### config.mk
export PLATFORM = sky130hd
export DESIGN_NAME = prng_ctrl_256_flat
export DESIGN_NICKNAME = d
export VERILOG_FILES = /design/src/rtl/prng_ctrl_pkg.sv /design/src/rtl/prng_ctrl_256_if.sv /design/src/rtl/prng_ctrl_256_rr_arbiter.sv /design/src/rtl/prng_ctrl_256.sv /design/src/flat_wrapper.sv
export SDC_FILE = /design/constraint.sdc
export NUM_CORES = 1
export LEC_CHECK = 0
export ABC_CLOCK_PERIOD_IN_PS = 3100
export BUFFER_PORTS_ARGS = -buffer_cell sky130_fd_sc_hd__buf_4
export CAP_MARGIN = 25
export CORE_AREA = 5 5 402 404
export CTS_CLUSTER_SIZE = 8
export DETAILED_ROUTE_END_ITERATION = 8
export DIE_AREA = 0 0 407 409
export PLACE_DENSITY = 0.44
export REMOVE_ABC_BUFFERS = 1
export SLEW_MARGIN = 20
export SYNTH_ARGS = -nofsm -noshare
export SYNTH_HDL_FRONTEND = slang
export SYNTH_SLANG_ARGS = --single-unit
export TNS_END_PERCENT = 100
### constraint.sdc
create_clock -name clk -period 3.1 [get_ports clk]
set_clock_uncertainty 0.05 [all_clocks]
set_input_delay 0.465 -clock clk [delete_from_list [all_inputs] [get_ports clk]]
set_output_delay 0.465 -clock clk [all_outputs]
set_load 0.005 [all_outputs]
### src/rtl/prng_ctrl_pkg.sv
// Shared types and constants for the PRNG controller and its round-robin arbiter.
package prng_ctrl_pkg;

  localparam int unsigned PRNG_W = 256;

  typedef enum logic [1:0] {
    StLoad,
    StWarmup,
    StReady
  } prng_ctrl_state_t;

  localparam logic [PRNG_W-1:0] DEFAULT_SEED_C = {32{8'hA5}};

  // Index width for a requester vector; never narrower than one bit.
  function automatic int unsigned idx_w(input int unsigned n);
    return (n > 1) ? $clog2(n) : 1;
  endfunction

endpackage

### src/rtl/prng_ctrl_256_if.sv
// Consumer-side bus of the PRNG controller: seeding, requests, grants and delivered words.
interface prng_ctrl_256_if #(
  parameter int unsigned NUM_REQ = 4
) ();

  logic                                           seed_valid;
  logic [prng_ctrl_pkg::PRNG_W-1:0]               seed;
  logic [NUM_REQ-1:0]                             req;
  logic [NUM_REQ-1:0]                             gnt;
  logic                                           rnd_valid;
  logic [prng_ctrl_pkg::idx_w(NUM_REQ)-1:0]       rnd_id;
  logic [prng_ctrl_pkg::PRNG_W-1:0]               rnd_data;

  modport master (
    output seed_valid, seed, req,
    input  gnt, rnd_valid, rnd_id, rnd_data
  );

  modport slave (
    input  seed_valid, seed, req,
    output gnt, rnd_valid, rnd_id, rnd_data
  );

endinterface

### src/rtl/prng_ctrl_256_rr_arbiter.sv
// Combinational round-robin arbiter: searches from last+1 (mod NUM_REQ) for the first request.
module rr_arbiter
  import prng_ctrl_pkg::*;
#(
  parameter int unsigned NUM_REQ = 4
) (
  input  logic [NUM_REQ-1:0]        req,
  input  logic [idx_w(NUM_REQ)-1:0] last,
  input  logic                      en,
  output logic [NUM_REQ-1:0]        gnt,
  output logic [idx_w(NUM_REQ)-1:0] gnt_idx,
  output logic                      gnt_any
);

  localparam int unsigned IdW = idx_w(NUM_REQ);

  logic [IdW-1:0] cand;

  always_comb begin
    gnt     = '0;
    gnt_idx = '0;
    gnt_any = 1'b0;
    cand    = '0;
    // Offset NUM_REQ wraps back to last itself, so it is the lowest-priority candidate.
    for (int unsigned i = 1; i <= NUM_REQ; i++) begin
      cand = IdW'((32'(last) + i) % NUM_REQ);
      if (en && !gnt_any && req[cand]) begin
        gnt_any   = 1'b1;
        gnt[cand] = 1'b1;
        gnt_idx   = cand;
      end
    end
  end

endmodule

### src/rtl/prng_ctrl_256.sv
// Sequences the PRNG core through seed load and warm-up, then hands each core word to exactly
// one requester via round-robin grants, with user-requested and periodic re-seeding.
module prng_ctrl_256
  import prng_ctrl_pkg::*;
#(
  parameter int unsigned       NUM_REQ         = 4,
  parameter int unsigned       WARMUP_CYCLES   = 16,
  parameter int unsigned       RESEED_INTERVAL = 1024,
  parameter logic [PRNG_W-1:0] DEFAULT_SEED    = DEFAULT_SEED_C
) (
  input  logic              clk,
  input  logic              rst,
  prng_ctrl_256_if.slave    bus,
  output logic              prng_load,
  output logic [PRNG_W-1:0] prng_seed,
  output logic              prng_en,
  input  logic [PRNG_W-1:0] prng_data,
  output logic              busy
);

  localparam int unsigned IdW   = idx_w(NUM_REQ);
  localparam int unsigned WarmW = $clog2(WARMUP_CYCLES + 1);
  localparam int unsigned GcntW = (RESEED_INTERVAL > 0) ? $clog2(RESEED_INTERVAL + 1) : 1;

  localparam logic [WarmW-1:0] WarmLast = WarmW'(WARMUP_CYCLES - 1);
  localparam logic [GcntW-1:0] GcntMax  = GcntW'(RESEED_INTERVAL);
  localparam logic [IdW-1:0]   LastRst  = IdW'(NUM_REQ - 1);

  prng_ctrl_state_t  state_q, state_d;
  logic [WarmW-1:0]  warm_cnt_q, warm_cnt_d;
  logic [GcntW-1:0]  grant_cnt_q, grant_cnt_d;
  logic [PRNG_W-1:0] seed_q, seed_d;
  logic [IdW-1:0]    last_q, last_d;
  logic              rnd_valid_q, rnd_valid_d;
  logic [IdW-1:0]    rnd_id_q, rnd_id_d;
  logic [PRNG_W-1:0] rnd_data_q, rnd_data_d;

  logic [NUM_REQ-1:0] gnt;
  logic [IdW-1:0]     gnt_idx;
  logic               gnt_any;
  logic               arb_en;

  // A pending seed always takes priority over handing out a word.
  assign arb_en = (state_q == StReady) && !bus.seed_valid;

  rr_arbiter #(
    .NUM_REQ (NUM_REQ)
  ) u_arb (
    .req     (bus.req),
    .last    (last_q),
    .en      (arb_en),
    .gnt     (gnt),
    .gnt_idx (gnt_idx),
    .gnt_any (gnt_any)
  );

  always_comb begin
    state_d     = state_q;
    warm_cnt_d  = warm_cnt_q;
    grant_cnt_d = grant_cnt_q;
    seed_d      = seed_q;
    last_d      = last_q;
    rnd_valid_d = gnt_any;
    rnd_id_d    = rnd_id_q;
    rnd_data_d  = rnd_data_q;
    prng_load   = 1'b0;
    prng_en     = 1'b0;
    busy        = 1'b0;

    if (gnt_any) begin
      last_d     = gnt_idx;
      rnd_id_d   = gnt_idx;
      rnd_data_d = prng_data;
    end

    unique case (state_q)
      StLoad: begin
        prng_load   = 1'b1;
        busy        = 1'b1;
        warm_cnt_d  = '0;
        grant_cnt_d = '0;
        state_d     = StWarmup;
      end
      StWarmup: begin
        prng_en = 1'b1;
        busy    = 1'b1;
        if (warm_cnt_q == WarmLast) begin
          state_d = StReady;
        end else begin
          warm_cnt_d = warm_cnt_q + 1'b1;
        end
      end
      StReady: begin
        if (gnt_any) begin
          // Advance on every grant so no word is ever delivered twice.
          prng_en = 1'b1;
          if (RESEED_INTERVAL != 0) begin
            grant_cnt_d = grant_cnt_q + 1'b1;
            if (grant_cnt_d == GcntMax) begin
              grant_cnt_d = '0;
              seed_d      = seed_q ^ prng_data;
              state_d     = StLoad;
            end
          end
        end
      end
      default: state_d = StLoad;
    endcase

    if (bus.seed_valid) begin
      seed_d  = bus.seed;
      state_d = StLoad;
    end
  end

  always_ff @(posedge clk) begin
    if (rst) begin
      state_q     <= StLoad;
      warm_cnt_q  <= '0;
      grant_cnt_q <= '0;
      seed_q      <= DEFAULT_SEED;
      last_q      <= LastRst;
      rnd_valid_q <= 1'b0;
      rnd_id_q    <= '0;
      rnd_data_q  <= '0;
    end else begin
      state_q     <= state_d;
      warm_cnt_q  <= warm_cnt_d;
      grant_cnt_q <= grant_cnt_d;
      seed_q      <= seed_d;
      last_q      <= last_d;
      rnd_valid_q <= rnd_valid_d;
      rnd_id_q    <= rnd_id_d;
      rnd_data_q  <= rnd_data_d;
    end
  end

  assign prng_seed     = seed_q;
  assign bus.gnt       = gnt;
  assign bus.rnd_valid = rnd_valid_q;
  assign bus.rnd_id    = rnd_id_q;
  assign bus.rnd_data  = rnd_data_q;

endmodule

### src/flat_wrapper.sv
// flat-port wrapper written by rule: the top's interface ports become plain ports
module prng_ctrl_256_flat import prng_ctrl_pkg::*;
#(
  parameter int unsigned       NUM_REQ         = 4,
  parameter int unsigned       WARMUP_CYCLES   = 16,
  parameter int unsigned       RESEED_INTERVAL = 1024,
  parameter logic [PRNG_W-1:0] DEFAULT_SEED    = DEFAULT_SEED_C
)
  (clk, rst, prng_load, prng_seed, prng_en, prng_data, busy, bus_seed_valid, bus_seed, bus_req, bus_gnt, bus_rnd_valid, bus_rnd_id, bus_rnd_data);
  prng_ctrl_256_if #(.NUM_REQ(NUM_REQ)) bus_i ();
  input  logic clk;
  input  logic rst;
  output logic prng_load;
  output logic [PRNG_W-1:0] prng_seed;
  output logic prng_en;
  input  logic [PRNG_W-1:0] prng_data;
  output logic busy;
  input wire logic [$bits(bus_i.seed_valid)-1:0] bus_seed_valid;
  input wire logic [$bits(bus_i.seed)-1:0] bus_seed;
  input wire logic [$bits(bus_i.req)-1:0] bus_req;
  output wire logic [$bits(bus_i.gnt)-1:0] bus_gnt;
  output wire logic [$bits(bus_i.rnd_valid)-1:0] bus_rnd_valid;
  output wire logic [$bits(bus_i.rnd_id)-1:0] bus_rnd_id;
  output wire logic [$bits(bus_i.rnd_data)-1:0] bus_rnd_data;
  assign bus_i.seed_valid = bus_seed_valid;
  assign bus_i.seed = bus_seed;
  assign bus_i.req = bus_req;
  assign bus_gnt = bus_i.gnt;
  assign bus_rnd_valid = bus_i.rnd_valid;
  assign bus_rnd_id = bus_i.rnd_id;
  assign bus_rnd_data = bus_i.rnd_data;
  prng_ctrl_256 #(.NUM_REQ(NUM_REQ), .WARMUP_CYCLES(WARMUP_CYCLES), .RESEED_INTERVAL(RESEED_INTERVAL), .DEFAULT_SEED(DEFAULT_SEED)) u_core (.clk(clk), .rst(rst), .bus(bus_i), .prng_load(prng_load), .prng_seed(prng_seed), .prng_en(prng_en), .prng_data(prng_data), .busy(busy));
endmodule
# Word-level counts from Yosys, hierarchy flattened
# Index checks and enable logic that the tools add are counted.
[word_totals]
reg_bits = 535
[op_classes]
addsub = 6
order_cmp = 8
eq_ne = 8
n_mux = 45
bitwise = 4
n_reduce_logical = 28
[ops]
columns = ["cell", "count"]
rows = [
  ["2-to-1 mux 256 bit", 4],
  ["XOR 256 bit", 1],
  ["2-to-1 mux 11 bit", 2],
  ["one-hot mux 11 bit (2 select lines)", 1],
  ["2-to-1 mux 4 bit", 4],
  ["2-to-1 mux 1 bit", 15],
  ["2-to-1 mux 2 bit", 7],
  ["logical AND 1 bit", 12],
  ["less-than comparator 2 x 3 -> 1 bit (second input constant)", 4],
  ["OR 4 bit", 3],
  ["adder 11 x 1 -> 11 bit (second input constant)", 1],
  ["== test 11 bit (second input constant)", 1],
  ["one-hot mux 5 bit (2 select lines)", 1],
  ["nonzero test 2 bit", 5],
  ["binary-select mux 1 bit (select 2 bit)", 4],
  ["demux 1 bit (select 2 bit)", 4],
  ["greater-or-equal comparator 2 x 1 -> 1 bit (second input constant)", 4],
  ["one-hot mux 2 bit (3 select lines)", 1],
  ["AND reduction 3 bit", 2],
  ["adder 5 x 1 -> 5 bit (second input constant)", 1],
  ["== test 5 x 4 -> 1 bit (second input constant)", 1],
  ["2-to-1 mux 5 bit", 1],
  ["adder 2 x 1 -> 2 bit (second input constant)", 2],
  ["adder 2 bit (second input constant)", 2],
  ["9 further kinds", 16],
]

# Longest topological paths before layout
[logic_depth]
depth_word = 20
depth_mapped = 13
depth_no_buf = 8

# Hierarchy
# Synthesis repeated with hierarchy kept, for this count alone.
[unflattened]
hier_cells = 2660
hier_area_um2 = 25129.1
[modules_own_cells]
columns = ["module", "n_inst", "cells_per_inst", "area_each_um2", "seq_area_each_um2"]
rows = [
  ["prng_ctrl_256", 1, 2595, 24607.4, 10710.3],
  ["rr_arbiter", 1, 65, 521.8, 0.0],
]

# Least setup slack after synthesis
# No wires, ideal clock.
[synth_path]
path_type = "flip-flop to flip-flop"
start = "register u_core.last_q[0]"
end = "register u_core.seed_q[101], in the netlist u_core.prng_seed[101]"
setup_ns = 0.114
arrival_time_ns = 2.825
required_ns = 2.936
path_slack_ns = 0.111
stages_incl_launch_ff = 14
n_path_buf = 5
period_less_slack_ns = 2.989
path_cell_list = "dfxtp_1 > buf_6 > inv_1 > ha_1 > mux4_2 > or3_1 > o21a_1 > buf_6 > nand4_4 > buf_6 > buf_8 > buf_6 > o21ai_0 > a21o_1"
[synth_via]
elab_chain_cells = 19
elab_cells_between_ends = 28
cone_classes = "4 x add/sub; 12 x mux; 12 x reduce/logical"
[synth_rtl]
columns = ["element", "line_no", "text"]
rows = [
  ["from (decl)", "prng_ctrl_256.sv:33", "logic [IdW-1:0] last_q, last_d;"],
  ["from (signal assigned)", "prng_ctrl_256.sv:122", "last_q <= LastRst;"],
  ["from (signal assigned)", "prng_ctrl_256.sv:131", "last_q <= last_d;"],
  ["adder 2 x 1 -> 2 bit", "prng_ctrl_256_rr_arbiter.sv:26", "cand = IdW'((32'(last) + i) % NUM_REQ);"],
  ["binary-select mux 1 bit (select 2 bit)", "prng_ctrl_256_rr_arbiter.sv:27", "if (en && !gnt_any && req[cand]) begin"],
  ["2-to-1 mux 1 bit (implied by the code)", "prng_ctrl_256_rr_arbiter.sv:27", ""],
  ["logical AND 1 bit", "prng_ctrl_256_rr_arbiter.sv:27", ""],
  ["2-to-1 mux 1 bit", "prng_ctrl_256_rr_arbiter.sv:27", ""],
  ["zero test 1 bit", "prng_ctrl_256_rr_arbiter.sv:27", ""],
  ["logical AND 1 bit (2 in series)", "prng_ctrl_256_rr_arbiter.sv:27", ""],
  ["2-to-1 mux 1 bit", "prng_ctrl_256_rr_arbiter.sv:27", ""],
  ["zero test 1 bit", "prng_ctrl_256_rr_arbiter.sv:27", ""],
  ["logical AND 1 bit (2 in series)", "prng_ctrl_256_rr_arbiter.sv:27", ""],
  ["2-to-1 mux 1 bit", "prng_ctrl_256_rr_arbiter.sv:27", ""],
  ["zero test 1 bit", "prng_ctrl_256_rr_arbiter.sv:27", ""],
  ["logical AND 1 bit (2 in series)", "prng_ctrl_256_rr_arbiter.sv:27", ""],
  ["2-to-1 mux 1 bit (*)", "prng_ctrl_256_rr_arbiter.sv:27", ""],
  ["nonzero test 2 bit (no source line) (*)", "n/a", ""],
  ["AND reduction 3 bit (no source line) (*)", "n/a", ""],
  ["to (signal assigned)", "prng_ctrl_256.sv:121", "seed_q <= DEFAULT_SEED;"],
  ["to (signal assigned)", "prng_ctrl_256.sv:130", "seed_q <= seed_d;"],
  ["to (decl)", "prng_ctrl_256.sv:32", "logic [PRNG_W-1:0] seed_q, seed_d;"],
]
# Mark *: on every way between the ends. The rest lies on a longest branch, timed or not. The select of a mux whose other input is x is not followed.
# A chain may end at the register's enable or synchronous reset.

# Final worst setup path
[layout_path]
start = "register u_core.last_q[0]"
end = "output port prng_en"
[layout_via]
elab_chain_cells = 19
elab_cells_between_ends = 28
cone_classes = "4 x add/sub; 14 x mux; 10 x reduce/logical"
[layout_rtl]
columns = ["element", "line_no", "text"]
rows = [
  ["adder 2 x 1 -> 2 bit", "prng_ctrl_256_rr_arbiter.sv:26", ""],
  ["binary-select mux 1 bit (select 2 bit)", "prng_ctrl_256_rr_arbiter.sv:27", ""],
  ["2-to-1 mux 1 bit (implied by the code)", "prng_ctrl_256_rr_arbiter.sv:27", ""],
  ["logical AND 1 bit", "prng_ctrl_256_rr_arbiter.sv:27", ""],
  ["2-to-1 mux 1 bit", "prng_ctrl_256_rr_arbiter.sv:27", ""],
  ["zero test 1 bit", "prng_ctrl_256_rr_arbiter.sv:27", ""],
  ["logical AND 1 bit (2 in series)", "prng_ctrl_256_rr_arbiter.sv:27", ""],
  ["2-to-1 mux 1 bit", "prng_ctrl_256_rr_arbiter.sv:27", ""],
  ["zero test 1 bit", "prng_ctrl_256_rr_arbiter.sv:27", ""],
  ["logical AND 1 bit (2 in series)", "prng_ctrl_256_rr_arbiter.sv:27", ""],
  ["2-to-1 mux 1 bit", "prng_ctrl_256_rr_arbiter.sv:27", ""],
  ["zero test 1 bit", "prng_ctrl_256_rr_arbiter.sv:27", ""],
  ["logical AND 1 bit (2 in series)", "prng_ctrl_256_rr_arbiter.sv:27", ""],
  ["2-to-1 mux 1 bit (*)", "prng_ctrl_256_rr_arbiter.sv:27", ""],
  ["2-to-1 mux 1 bit (*)", "prng_ctrl_256.sv:94", "if (gnt_any) begin"],
  ["one-hot mux 1 bit (2 select lines) (*)", "prng_ctrl_256.sv:76", "unique case (state_q)"],
  ["to (decl)", "flat_wrapper.sv:15", "output logic prng_en;"],
]
# Marks and branches as above.

==> results.cfg <==
[detailed_routing]
wl_per_cell_um = 20.47
ant_nets = 0
first_pass_iters = 5
drtIter0Drc = 1435
drcViolationCount = 0
num_vias = 26530
drt-total-wl_mm = 128.1
avgViaCountPerCell = 4.239

[clocking]
htree_levels = 3
clk_pin_slew_worst_paths_ns = 0.05
cts_tree = built
cts_sinks = 535
cts-root-buf = clkbuf_16
cts_buffers = 78
ctsLongestPathBuffers = 3
clk_latency_ns = 0.64

[worst_setup_path]
cp_data_arrival_time_ns = 2.57
crit_path_frequent_cell = buf_6
cp-start-kind = flop
cp.required_ns = 2.58
crit_fanout = 6
r2r_slack_ns = 0.23
cp-startpoint = u_core.last_q[0]
path_buf_inv = 2
path_cells = buf_6, mux4_2, or3_4, o21a_4, o21a_1, buf_6
crit_type = reg -> out
slowest_stage = mux4_2
max_stage_delay_ns = 0.51
cp_top_family = multiplexers
worstSetupEndpointType = output port
r2r-start = u_core.last_q[0]

[sta]
finalCritPeriodShare_pct = 99.48
setup_ws_ns = 0.01607
rsz0062_at_grt = yes
clock.fmax_mhz = 324.3
maxSlewHeadroom_pct = 49.07
fin_crit_ns = 3.084
maxSlewViolCount = 0
tightest_slew_ns = 0.7560
setup_viol = 0
hold_viol = 0

[floorplanning]
core_area_um2 = 157500
io_pins = 1041
die_x_um = 407
die_h_um = 409
initial_utilization_pct = 14.82
rows = 146
die-area_um2 = 166500

[pwr]
ir_worst_vdd_mv = 0.3395
power.density_nw_per_um2 = 451.7
power_w = 0.01774
p_leak_nw = 15.72

[logic_synthesis]
synth_area_um2 = 23330
synth_top_area_share_pct = 45.90
syn_inst = 2873
synth.distinct_cells = 56
yosys_warnings = 0
synth.most_common_cell = dfxtp_1
syn_area_per_cell_um2 = 8.122
async_flop_share_pct = 0
synth_commonest_cells = 535 x dfxtp_1, 528 x nand2_1, 393 x a21oi_1
yosysTopAreaCell = dfxtp_1
synth_edf_count = 0
synthFlopType = dfxtp_1
yosysSeqAreaShare_pct = 45.90
synth_seq_cells = 535
yosys-top-cells-area = dfxtp_1 46%, nand2_1 8.5%, a21oi_1 8.4%

[final_layout]
drive_gt1_share_pct = 31.09
area_growth_pct = 68.35
fin_nets = 4706

[placement]
dpl.hpwl_mm = 97.58
gp_congestion = 0.8521
numPortBuffers = 1040
dp_slack_ns = 0.1894

[global_routing]
grt_first_pass_wirelength_mm = 181.5
track_usage_pct = 14.51
grt_overflow = 0
grt_max_degree = 92
grt_pass1_vias = 26070
grt_antenna_before_repair = 8

[min_path]
hold_class = in -> reg
min_from = prng_data[161]

[outcome]
status = finished, final reports clean

[job]
drv_cap = 0
==> layer usage <==
| layer | part of all wire, % | vias up | global-route usage (%) | routed length (um) |
|---|---|---|---|---|
| li1 | - | 12670 | - | - |
| met1 | 41 | 12780 | 17.32 | 52390 |
| met3 | 6.5 | 197 | 3.502 | 8263 |
| met4 | 3.5 | 4 | 4.983 | 4516 |
| met2 | 49 | 880 | 25.32 | 62880 |
| met5 | 0.030 | - | 0 | 39 |
==> state kept, by name (all words and copies together) (netlist names) <==
register and count:
u_core.bus.rnd_data 256, u_core.last_q 2, u_core.warm_cnt_q 5, u_core.bus.rnd_valid 1, u_core.prng_seed 256, u_core.state_q 2
u_core.bus.rnd_id 2, u_core.grant_cnt_q 11
==> placed cells by master (no fill, tap or decap), types with 4 or more instances in the layout <==
cell type and instances:
and3_1 4, nand3_2 5, mux2i_1 4, buf_12 42, buf_6 7, o21a_1 257, nand2b_1 131, nand3_1 10
o21ai_0 275, a22oi_2 4, a31oi_1 131, xnor2_1 4, dfxtp_1 534, nor2_1 20, buf_4 1123, clkbuf_16 79
dlygate4sd3_1 282, o21ai_1 118, nand2_1 528, a22oi_1 4, a21o_1 128, inv_1 10, a21oi_1 393, ha_1 13
==> layout make-up <==
cell class | instances | area [um^2]
fill | 17340 | 118200
timing repair buffer | 1455 | 12190
multi-input combinational | 2089 | 11620
sequential | 535 | 10710
tap | 2072 | 2592
clock buffer | 84 | 2016
clock inverter | 7 | 90.09
inverter | 14 | 57.56
antenna | 2 | 5.005
==> where the power goes <==
group,leakage (nW),switching (W),internal (W)
Combinational,10.3,0.00107,0.00136
Sequential,4.38,0.000191,0.00713
Clock,1.04,0.00336,0.00463
==> worst register-to-register path: stages, from the launching register on <==
cell	delay [ns]
dfxtp_2	0.35
buf_6	0.13
mux4_2	0.51
or3_4	0.41
buf_4	0.15
o21ai_4	0.27
nor3_2	0.14
buf_12	0.21
buf_12	0.23
a31oi_1	0.21
o21a_1	0.15
==> per-stage QoR <==
step / utilization [%] / instance area, um^2 / std cells / TNS, ns / hold slack, ns
3_3_place_gp: 21.66 / 34110 / 5875 / 0 / 0.3917
4_1_cts: 24.88 / 39170 / 6254 / -0.4913 / 0.00008782
2_1_floorplan: - / 22200 / 2638 / -5796.13 / 0.3967
3_5_place_dp: 21.66 / 34110 / 5875 / 0 / 0.3966
6_report: 24.95 / 39280 / 6258 / 0 / 0.08261
5_1_grt: 24.95 / 39280 / 6258 / -0.3713 / 0.01119
==> final timing paths <==
path	endpoint	cells after the start
worst max-delay path	prng_en	6
worst min-delay path	u_core.bus.rnd_data[161]	3
worst max register to register	u_core.prng_seed[76]	10
worst min register to register	u_core.bus.rnd_data[83]	2
==> kinds of logic after synthesis <==
kind of cell | Yosys count | synth area share [%]
buffers and inverters | 249 | 5.078
DFF | 535 | 45.90
adders and majority gates | 14 | 0.7507
and+or+nand+nor | 729 | 13.70
muxes | 9 | 0.5577
AOI/OAI and AO/OA | 1333 | 33.86
xor gates and xnor gates | 4 | 0.1501
==> what timing repair did <==
action	in CTS	in global routing
resized for setup	19	18
setup endpoints to repair	5	5
hold endpoints to repair	337	0
buffers inserted	6	2
pin swaps	12	10
hold buffers	282	0
No activity file was read; power rests on OpenSTA's default activity.
